--- src/rtl/fc_pkg.sv ---
`default_nettype none
// ============================================================================
// Package : fc
// Shared FC link constants: ordered-set words, primitive sequence and word
// class encodings. Revision: 1.0
// ============================================================================
package fc;

  localparam logic [7:0]  K28_5 = 8'hBC;

  localparam logic [31:0] IDLE = 32'hBC95_B5B5;
  localparam logic [31:0] LR   = 32'hBC49_BF49;
  localparam logic [31:0] LRR  = 32'hBC35_BF49;
  localparam logic [31:0] OLS  = 32'hBC35_8A55;
  localparam logic [31:0] NOS  = 32'hBC55_BF45;

  typedef enum logic [2:0] {
    SEQ_NONE = 3'd0,
    SEQ_IDLE = 3'd1,
    SEQ_LR   = 3'd2,
    SEQ_LRR  = 3'd3,
    SEQ_OLS  = 3'd4,
    SEQ_NOS  = 3'd5
  } prim_seq_t;

  typedef enum logic [1:0] {
    CLS_DATA  = 2'd0,
    CLS_OTHER = 2'd1,
    CLS_SEQ   = 2'd2
  } os_class_t;

endpackage
`default_nettype wire

--- src/rtl/fc_os_classify.sv ---
`default_nettype none
// ============================================================================
// Module : fc_os_classify
// Combinational word-to-class decoder for received 32-bit words. Revision: 1.0
// ============================================================================
module fc_os_classify
  import fc::*;
(
  input  logic [31:0] data_i,
  input  logic [3:0]  datak_i,
  output os_class_t   cls_o,
  output prim_seq_t   seq_o,
  output logic        k28_5_o
);

  always_comb begin
    cls_o   = CLS_OTHER;
    seq_o   = SEQ_NONE;
    k28_5_o = (data_i[31:24] == K28_5);
    if (datak_i == 4'b0000) begin
      cls_o = CLS_DATA;
    end else if ((datak_i == 4'b1000) && k28_5_o) begin
      cls_o = CLS_SEQ;
      case (data_i)
        IDLE:    seq_o = SEQ_IDLE;
        LR:      seq_o = SEQ_LR;
        LRR:     seq_o = SEQ_LRR;
        OLS:     seq_o = SEQ_OLS;
        NOS:     seq_o = SEQ_NOS;
        default: cls_o = CLS_OTHER;
      endcase
    end
  end

endmodule
`default_nettype wire

--- src/rtl/fc_primseq_rx.sv ---
`default_nettype none
// ============================================================================
// Module : fc_primseq_rx
// RX primitive sequence recogniser; optional counters under FC_PRIMSEQ_RX_STATS_EN.
// Revision: 1.0
// ============================================================================
module fc_primseq_rx
  import fc::*;
#(
  parameter int unsigned RECOG_COUNT = 3
) (
  input  logic        clk_i,
  input  logic        reset_i,
  input  logic [31:0] data_i,
  input  logic [3:0]  datak_i,
  input  logic        valid_i,
  input  logic        sync_i,
`ifdef FC_PRIMSEQ_RX_STATS_EN
  output logic [15:0] stat_seq_changes_o,
  output logic [15:0] stat_other_os_o,
`endif
  output prim_seq_t   rx_seq_o,
  output logic        rx_seq_change_o,
  output logic        loss_of_sync_o
);

  localparam int              CW      = $clog2(RECOG_COUNT + 1);
  localparam logic [CW-1:0]   CNT_MAX = CW'(RECOG_COUNT);

  os_class_t      cls_w;
  prim_seq_t      seq_w;
  logic           s1_valid_q;
  os_class_t      s1_cls_q;
  prim_seq_t      s1_seq_q;
  prim_seq_t      cand_q, cand_d;
  logic [CW-1:0]  cnt_q, cnt_d;
  logic           recog_d, chg_d;
  prim_seq_t      rx_seq_q;
  logic           chg_q, los_q;

`ifdef FC_PRIMSEQ_RX_STATS_EN
  logic           k28_5_w;
  logic           s1_k_q;
`endif

  fc_os_classify u_classify (
    .data_i  (data_i),
    .datak_i (datak_i),
    .cls_o   (cls_w),
    .seq_o   (seq_w),
`ifdef FC_PRIMSEQ_RX_STATS_EN
    .k28_5_o (k28_5_w)
`else
    .k28_5_o ()
`endif
  );

  // Run tracking: the candidate holds the current run of identical known sets.
  always_comb begin
    cand_d = cand_q;
    cnt_d  = cnt_q;
    if (s1_valid_q) begin
      if (s1_cls_q == CLS_SEQ) begin
        if (s1_seq_q == cand_q) begin
          if (cnt_q != CNT_MAX) cnt_d = cnt_q + 1'b1;
        end else begin
          cand_d = s1_seq_q;
          cnt_d  = CW'(1);
        end
      end else begin
        cand_d = SEQ_NONE;
        cnt_d  = '0;
      end
    end
    recog_d = s1_valid_q && (cnt_d == CNT_MAX) && (cand_d != rx_seq_q);
    chg_d   = sync_i ? recog_d : (rx_seq_q != SEQ_NONE);
  end

  always_ff @(posedge clk_i) begin
    if (reset_i) begin
      s1_valid_q <= 1'b0;
      s1_cls_q   <= CLS_DATA;
      s1_seq_q   <= SEQ_NONE;
      cand_q     <= SEQ_NONE;
      cnt_q      <= '0;
      rx_seq_q   <= SEQ_NONE;
      chg_q      <= 1'b0;
      los_q      <= 1'b1;
    end else begin
      los_q <= ~sync_i;
      chg_q <= chg_d;
      if (!sync_i) begin
        s1_valid_q <= 1'b0;
        cand_q     <= SEQ_NONE;
        cnt_q      <= '0;
        rx_seq_q   <= SEQ_NONE;
      end else begin
        s1_valid_q <= valid_i;
        if (valid_i) begin
          s1_cls_q <= cls_w;
          s1_seq_q <= seq_w;
        end
        cand_q <= cand_d;
        cnt_q  <= cnt_d;
        if (recog_d) rx_seq_q <= cand_d;
      end
    end
  end

`ifdef FC_PRIMSEQ_RX_STATS_EN
  logic [15:0] stat_chg_q, stat_oth_q;

  always_ff @(posedge clk_i) begin
    if (reset_i) begin
      s1_k_q     <= 1'b0;
      stat_chg_q <= '0;
      stat_oth_q <= '0;
    end else begin
      if (sync_i && valid_i) s1_k_q <= k28_5_w;
      if (chg_d && (stat_chg_q != 16'hFFFF)) stat_chg_q <= stat_chg_q + 16'd1;
      if (sync_i && s1_valid_q && (s1_cls_q == CLS_OTHER) && s1_k_q &&
          (stat_oth_q != 16'hFFFF))
        stat_oth_q <= stat_oth_q + 16'd1;
    end
  end

  assign stat_seq_changes_o = stat_chg_q;
  assign stat_other_os_o    = stat_oth_q;
`endif

  assign rx_seq_o        = rx_seq_q;
  assign rx_seq_change_o = chg_q;
  assign loss_of_sync_o  = los_q;

endmodule
`default_nettype wire

--- config.mk ---
export PLATFORM = sky130hd
export DESIGN_NAME = fc_primseq_rx
export DESIGN_NICKNAME = d
export VERILOG_FILES = /design/src/rtl/fc_pkg.sv /design/src/rtl/fc_os_classify.sv /design/src/rtl/fc_primseq_rx.sv
export SDC_FILE = /design/constraint.sdc
export NUM_CORES = 1
export LEC_CHECK = 0
export ABC_AREA = 0
export ABC_CLOCK_PERIOD_IN_PS = 1450
export CAP_MARGIN = 20
export CORE_MARGIN = 10
export CORE_UTILIZATION = 38
export CTS_CLUSTER_DIAMETER = 200
export DETAILED_ROUTE_END_ITERATION = 10
export PLACE_DENSITY = 0.73
export SETUP_SLACK_MARGIN = 0.5
export SYNTH_ARGS = -nofsm -noshare
export SYNTH_HDL_FRONTEND = slang
export SYNTH_HIERARCHICAL = 1
export SYNTH_SLANG_ARGS = --single-unit
--- constraint.sdc ---
create_clock -name clk_i -period 1.45 [get_ports clk_i]
set_input_delay 0.145 -clock clk_i [delete_from_list [all_inputs] [get_ports clk_i]]
set_output_delay 0.145 -clock clk_i [all_outputs]
set_load 0.02 [all_outputs]
==> results of run 1 <==
routing by layer:
| metal | up-vias | wire, um | track usage |
|---|---|---|---|
| li1 | 620 | - | - |
| met1 | 603 | 1540 | 0.147 |
| met2 | 34 | 2130 | 0.254 |
| met3 | 0 | 179 | 0.0368 |
| met4 | 0 | 0 | 0.0127 |
| met5 | - | 0 | 0 |
stage by stage:
stage / std cells / hold slack [ns] / util / TNS, ns / area (um2)
final: 227 / 0.365 / 0.733 / 0 / 1990
after global routing: 227 / 0.379 / 0.733 / 0 / 1990
after CTS: 225 / 0.368 / 0.672 / 0 / 1820
after detailed placement: 214 / 0.473 / 0.614 / -2.12 / 1660
after global placement: 214 / 0.472 / 0.614 / -2.00 / 1660
after floorplan: 126 / 0.298 / - / 0 / 1090
timing repair:
action / in CTS / in global routing
gates resized for setup: 132 / 39
pin swaps: 29 / 23
buffers inserted: 7 / 2
setup endpoints to repair: 19 / 17
registers in the layout (all words and copies together), names as in the netlist:
signal,cells
loss_of_sync_o,1
cand_q,3
rx_seq_change_o,1
s1_cls_q,2
cnt_q,2
s1_seq_q,3
rx_seq_o,3
s1_valid_q,1
final cells by class:
cell class | instances | area (um2) | area share
Multi-Input combinational cell | 104 | 990 | 0.498
Clock buffer | 4 | 36.3 | 0.0183
Sequential cell | 16 | 350 | 0.176
Inverter | 3 | 11.3 | 0.00567
Tap cell | 31 | 38.8 | 0.0195
Timing Repair Buffer | 69 | 561 | 0.282
power by group:
group          switching, W  internal, W  leakage (nW)
registers        0.00000519     0.000434         0.137
logic             0.0000941     0.000125         0.593
clock network      0.000141     0.000153        0.0210
worst max-delay path, cell delays in order, from the launching register on:
cell and delay, ns:
dfxtp_2 0.37, and4b_1 0.26, or3_1 0.36, a41oi_1 0.15
o21ai_1 0.08
worst min-delay path by stage:
stage | to | slack (ns)
floorplan | s1_seq_q[1] | 0.30
global placement | s1_seq_q[0] | 0.47
detailed placement | s1_seq_q[0] | 0.47
CTS | s1_seq_q[2] | 0.37
global route | s1_seq_q[2] | 0.38
finish | s1_seq_q[2] | 0.36
cell families after synthesis:
| family | Yosys count |
|---|---|
| AND/OR/NAND/NOR | 79 |
| AO/OA/AOI/OAI | 22 |
| flip-flops | 16 |
| buffers and inverters | 6 |
| XOR/XNOR | 3 |
cells in the final DEF, fill, tap and decap left out, drive strengths merged, types with 3 or more instances in the layout:
cell type | netlist | final
clkbuf | 2 | 5
nor2 | 12 | 12
xor2 | 3 | 3
nand2b | 6 | 6
a211oi | 4 | 4
nand4 | 4 | 4
nand4bb | 3 | 3
nor2b | 3 | 3
nor4 | 7 | 7
buf | 1 | 46
a21oi | 12 | 12
nand4b | 5 | 5
clkdlybuf4s50 | 0 | 7
nor3 | 6 | 6
dfxtp | 16 | 16
nand3 | 7 | 7
nand2 | 13 | 13
clkdlybuf4s15 | 0 | 7
dlygate4sd2 | 0 | 8
==> results.sh, run 1 <==
export IMPL_syn_cell_area_um2=1050
export IMPL_io_pins=45
export IMPL_cts_buffer_depth=2
export IMPL_drc=0
export IMPL_insertion_delay_ns=0.29
export IMPL_synth_compound_area_frac=0.132
export IMPL_overflow=0
export IMPL_core_um2=2710
export IMPL_final_min_period_over_clock_period=0.913
export IMPL_setup_ws_ns=0.125
export IMPL_synth_avg_cell_area_um2=8.33
export IMPL_ff2ff_path_depth=4
export IMPL_yosysWarningCount=6
export IMPL_port_buffers=44
export IMPL_yosysMostFrequentCell="dfxtp_1"
export IMPL_worstHoldStart="data_i[10]"
export IMPL_grt_pass1_vias=1255
export IMPL_clk_pin_slew_worst_paths_ns=0.09
export IMPL_clock_skew_ns=0.00244
export IMPL_nets=237
export IMPL_rsz0062_at_grt="yes"
export IMPL_finalMaxSlewViolations=0
export IMPL_grt_use_total=0.134
export IMPL_avgRoutedWirePerCell_um=16.9
export IMPL_ys_async_sr_fraction=0
export IMPL_min_path_cells=7
export IMPL_max_slew_margin=0.795
export IMPL_drv_cap=0
export IMPL_ant_nets=0
export IMPL_diodes=0
export IMPL_synthTopCellsByCount="dfxtp_1, nand2_1, nor2_1, a21oi_1, nand3_1"
export IMPL_area_growth_pct=89.3
export IMPL_r2r_start="s1_seq_q[0]"
export IMPL_p_leak_nw=0.751
export IMPL_synth_top_cells_by_area="dfxtp_1, a21oi_1, nand2_1"
export IMPL_yosys_area_top_type="dfxtp_1"
export IMPL_nFillCells=200
export IMPL_critPathArrivalTime_ns=1.51
export IMPL_ys_flop_type="dfxtp_1"
export IMPL_crit_path_end_kind="flop"
export IMPL_viasPerCell=5.54
export IMPL_synthAdderAreaFrac=0
export IMPL_cts_tree="built"
export IMPL_die_y_um=72.6
export IMPL_wl_mm=3.84
export IMPL_yosysSeqAreaShare=0.305
export IMPL_reg2reg_setup_slack_ns=0.13
export IMPL_synth_edf_count=0
export IMPL_synth_xor_area_share=0.0250
export IMPL_synth_seq_cells=16
export IMPL_holdBufCountCts=0
export IMPL_synth_top_cell_area_share=0.305
export IMPL_grt_pass1_wl_mm=5.85
export IMPL_irDropWorstVdd_v=0.000626
export IMPL_hold_violations=0
export IMPL_synthSimpleGateAreaFrac=0.505
export IMPL_gp_congestion=0.827
export IMPL_hpwl_mm=2.62
export IMPL_antenna_found_initial=0
export IMPL_p_total_w=0.000953
export IMPL_drt_initial_drc_count=90
export IMPL_setup_worst_path_end="rx_seq_change_o"
export IMPL_post_route_min_period_ns=1.32
export IMPL_rows=19
export IMPL_synth_top_family_by_area="simple AND/OR/NAND/NOR gates"
export IMPL_initial_core_util=0.387
export IMPL_crit_type="flop to flop"
export IMPL_numClockSinks=16
export IMPL_drtPass1Iterations=4
export IMPL_drive_gt1_frac=0.551
export IMPL_status="completed"
export IMPL_vias=1257
export IMPL_worstMarginPinSlew_ns=0.305
export IMPL_htreeDepth=1
export IMPL_cts_buffers=3
export IMPL_cp_data_required_time_ns=1.63
export IMPL_grt_max_degree=12
export IMPL_chipWidth_um=72.6
export IMPL_synth_cell_type_count=38
export IMPL_startpoint="s1_seq_q[0]"
export IMPL_syn_nets=166
export IMPL_min_path_type="input pin to flop"
export IMPL_clock_root_buffer="clkbuf_4"
export IMPL_path_max_fanout=3
export IMPL_start_kind="flop"
export IMPL_p_per_area_nw_per_um2=479
export IMPL_rr_endpoint="rx_seq_change_o"
export IMPL_detailedPlace_worstSlack_ns=-0.514
export IMPL_synthMuxAreaShare=0
export IMPL_synthCells=126
export IMPL_die_area_um2=5260
export IMPL_fmax_mhz=755
export IMPL_setup_viol=0
No activity file was read; power rests on OpenSTA's default activity.
==> run 2: changes to the inputs <==
--- a/config.mk
+++ b/config.mk
@@ -10,3 +10,2 @@
 export CAP_MARGIN = 20
-export CORE_MARGIN = 10
 export CORE_UTILIZATION = 38
==> constraint.sdc (replaced) <==
create_clock -name clk_i -period 1.45 [get_ports clk_i]
set_input_delay 0.2175 -clock clk_i [delete_from_list [all_inputs] [get_ports clk_i]]
set_output_delay 0.2175 -clock clk_i [all_outputs]
set_load 0.02 [all_outputs]
==> results.sh, run 2 (same netlist as run 1, synthesis figures left out) <==
export IMPL_status="completed"
export IMPL_worst_path_largest_cell_delay_ns=0.39
export IMPL_start_kind="input pin"
export IMPL_p_total_w=0.000965
export IMPL_setup_viol=0
export IMPL_final_area_um2=1990
export IMPL_startpoint="data_i[18]"
export IMPL_crit_slowest_cell="or3b_4"
export IMPL_min_path_type="input pin to flop"
export IMPL_io_pins=45
export IMPL_cts_buffers=3
export IMPL_antenna_found_initial=0
export IMPL_die_area_um2=2980
export IMPL_vias=1283
export IMPL_chipWidth_um=54.6
export IMPL_cts_tree="built"
export IMPL_core_um2=2540
export IMPL_layout_common_cells="buf_4, nand2_1, buf_2, buf_6"
export IMPL_crit_type="input pin to flop"
export IMPL_clock_skew_ns=0.00846
export IMPL_overflow=0
export IMPL_irDropWorstVdd_v=0.000668
export IMPL_wl_mm=3.42
export IMPL_diodes=0
export IMPL_ant_nets=0
export IMPL_final_common_cell="buf_4"
export IMPL_holdBufCountCts=0
export IMPL_area_growth_pct=90.0
export IMPL_grt_pass1_vias=1171
export IMPL_p_leak_nw=0.753
export IMPL_hold_violations=0
export IMPL_worstHoldStart="data_i[25]"
export IMPL_drive_gt1_frac=0.541
export IMPL_finalMaxSlewViolations=0
export IMPL_die_y_um=54.6
export IMPL_cp_data_required_time_ns=1.69
export IMPL_viasPerCell=5.68
export IMPL_crit_path_end_kind="flop"
export IMPL_hpwl_mm=2.47
export IMPL_htreeDepth=1
export IMPL_fmax_mhz=704
export IMPL_post_dp_cell_area_um2=1660
export IMPL_grt_use_total=0.240
export IMPL_worstMarginPinSlew_ns=0.384
export IMPL_numClockSinks=16
export IMPL_path_max_fanout=2
export IMPL_rsz0062_at_grt="yes"
export IMPL_drtPass1Iterations=4
export IMPL_cts_buffer_depth=2
export IMPL_rows=18
export IMPL_clock_root_buffer="clkbuf_4"
export IMPL_avgRoutedWirePerCell_um=15.1
export IMPL_nets=237
export IMPL_max_slew_margin=0.742
export IMPL_final_min_period_over_clock_period=0.980
export IMPL_grt_max_degree=10
export IMPL_gp_congestion=0.750
export IMPL_p_per_area_nw_per_um2=484
export IMPL_initial_core_util=0.412
export IMPL_drt_initial_drc_count=26
export IMPL_port_buffers=44
export IMPL_drv_cap=0
export IMPL_insertion_delay_ns=0.30
export IMPL_path_cells="buf_6 > or3b_4 > nor4b_4 > o2111ai_2 > a21oi_2 > or2_1 > nand3_1 > a21oi_1"
export IMPL_r2r_start="s1_cls_q[1]"
export IMPL_drc=0
export IMPL_critPathArrivalTime_ns=1.66
export IMPL_post_route_min_period_ns=1.42
export IMPL_grt_pass1_wl_mm=5.01
export IMPL_clk_pin_slew_worst_paths_ns=0.10
==> run 2: layout make-up <==
class / count / area, um2
tap: 30 / 37.5
multi-input combinational: 104 / 980
sequential: 16 / 347
clock buffer: 4 / 36.3
timing repair buffer: 69 / 578
inverter: 3 / 16.3
fill: 176 / 551
==> run 2: worst paths after layout <==
check | end | slack, ns | cells past startpoint
min reg2reg | cnt_q[0] | 0.50 | 2
min | s1_seq_q[2] | 0.43 | 6
max | s1_cls_q[1] | 0.03 | 8
max reg2reg | rx_seq_change_o | 0.09 | 4
==> run 2: worst max-delay path, delay by kind of cell <==
| family | cells | cell delay, ns |
|---|---|---|
| buf+inv | 1 | 0.09 |
| compound gates | 3 | 0.51 |
| simple gates | 4 | 0.84 |
==> run 2: layer usage <==
layer | track usage | wire length (um)
met5 | 0 | 0
met4 | 0.0342 | 49
met3 | 0.0611 | 151
met2 | 0.435 | 1840
met1 | 0.286 | 1390
==> run 2: where the power goes <==
part / total [W] / switching, W / internal, W
Combinational: 0.000218 / 0.0000902 / 0.000128
Sequential: 0.000442 / 0.00000559 / 0.000437
Clock: 0.000305 / 0.000151 / 0.000153
==> run 2: timing repair <==
action	CTS	global route
resized for setup	150	26
endpoints found under the setup margin	19	19
pin swaps	29	22
buffers inserted	5	4
cloned	0	0
==> run 2: metrics by stage <==
step           cells  utilization   TNS [ns]  hold WS [ns]  setup slack (ns)
2_1_floorplan    126            -  -0.000669         0.370         -0.000669
3_3_place_gp     213        0.653      -2.42         0.470            -0.565
3_5_place_dp     213        0.653      -2.71         0.473            -0.638
4_1_cts          222        0.727    -0.0431         0.381           -0.0222
5_1_grt          226        0.784    -0.0463         0.435           -0.0463
6_report         226        0.784          0         0.431            0.0293
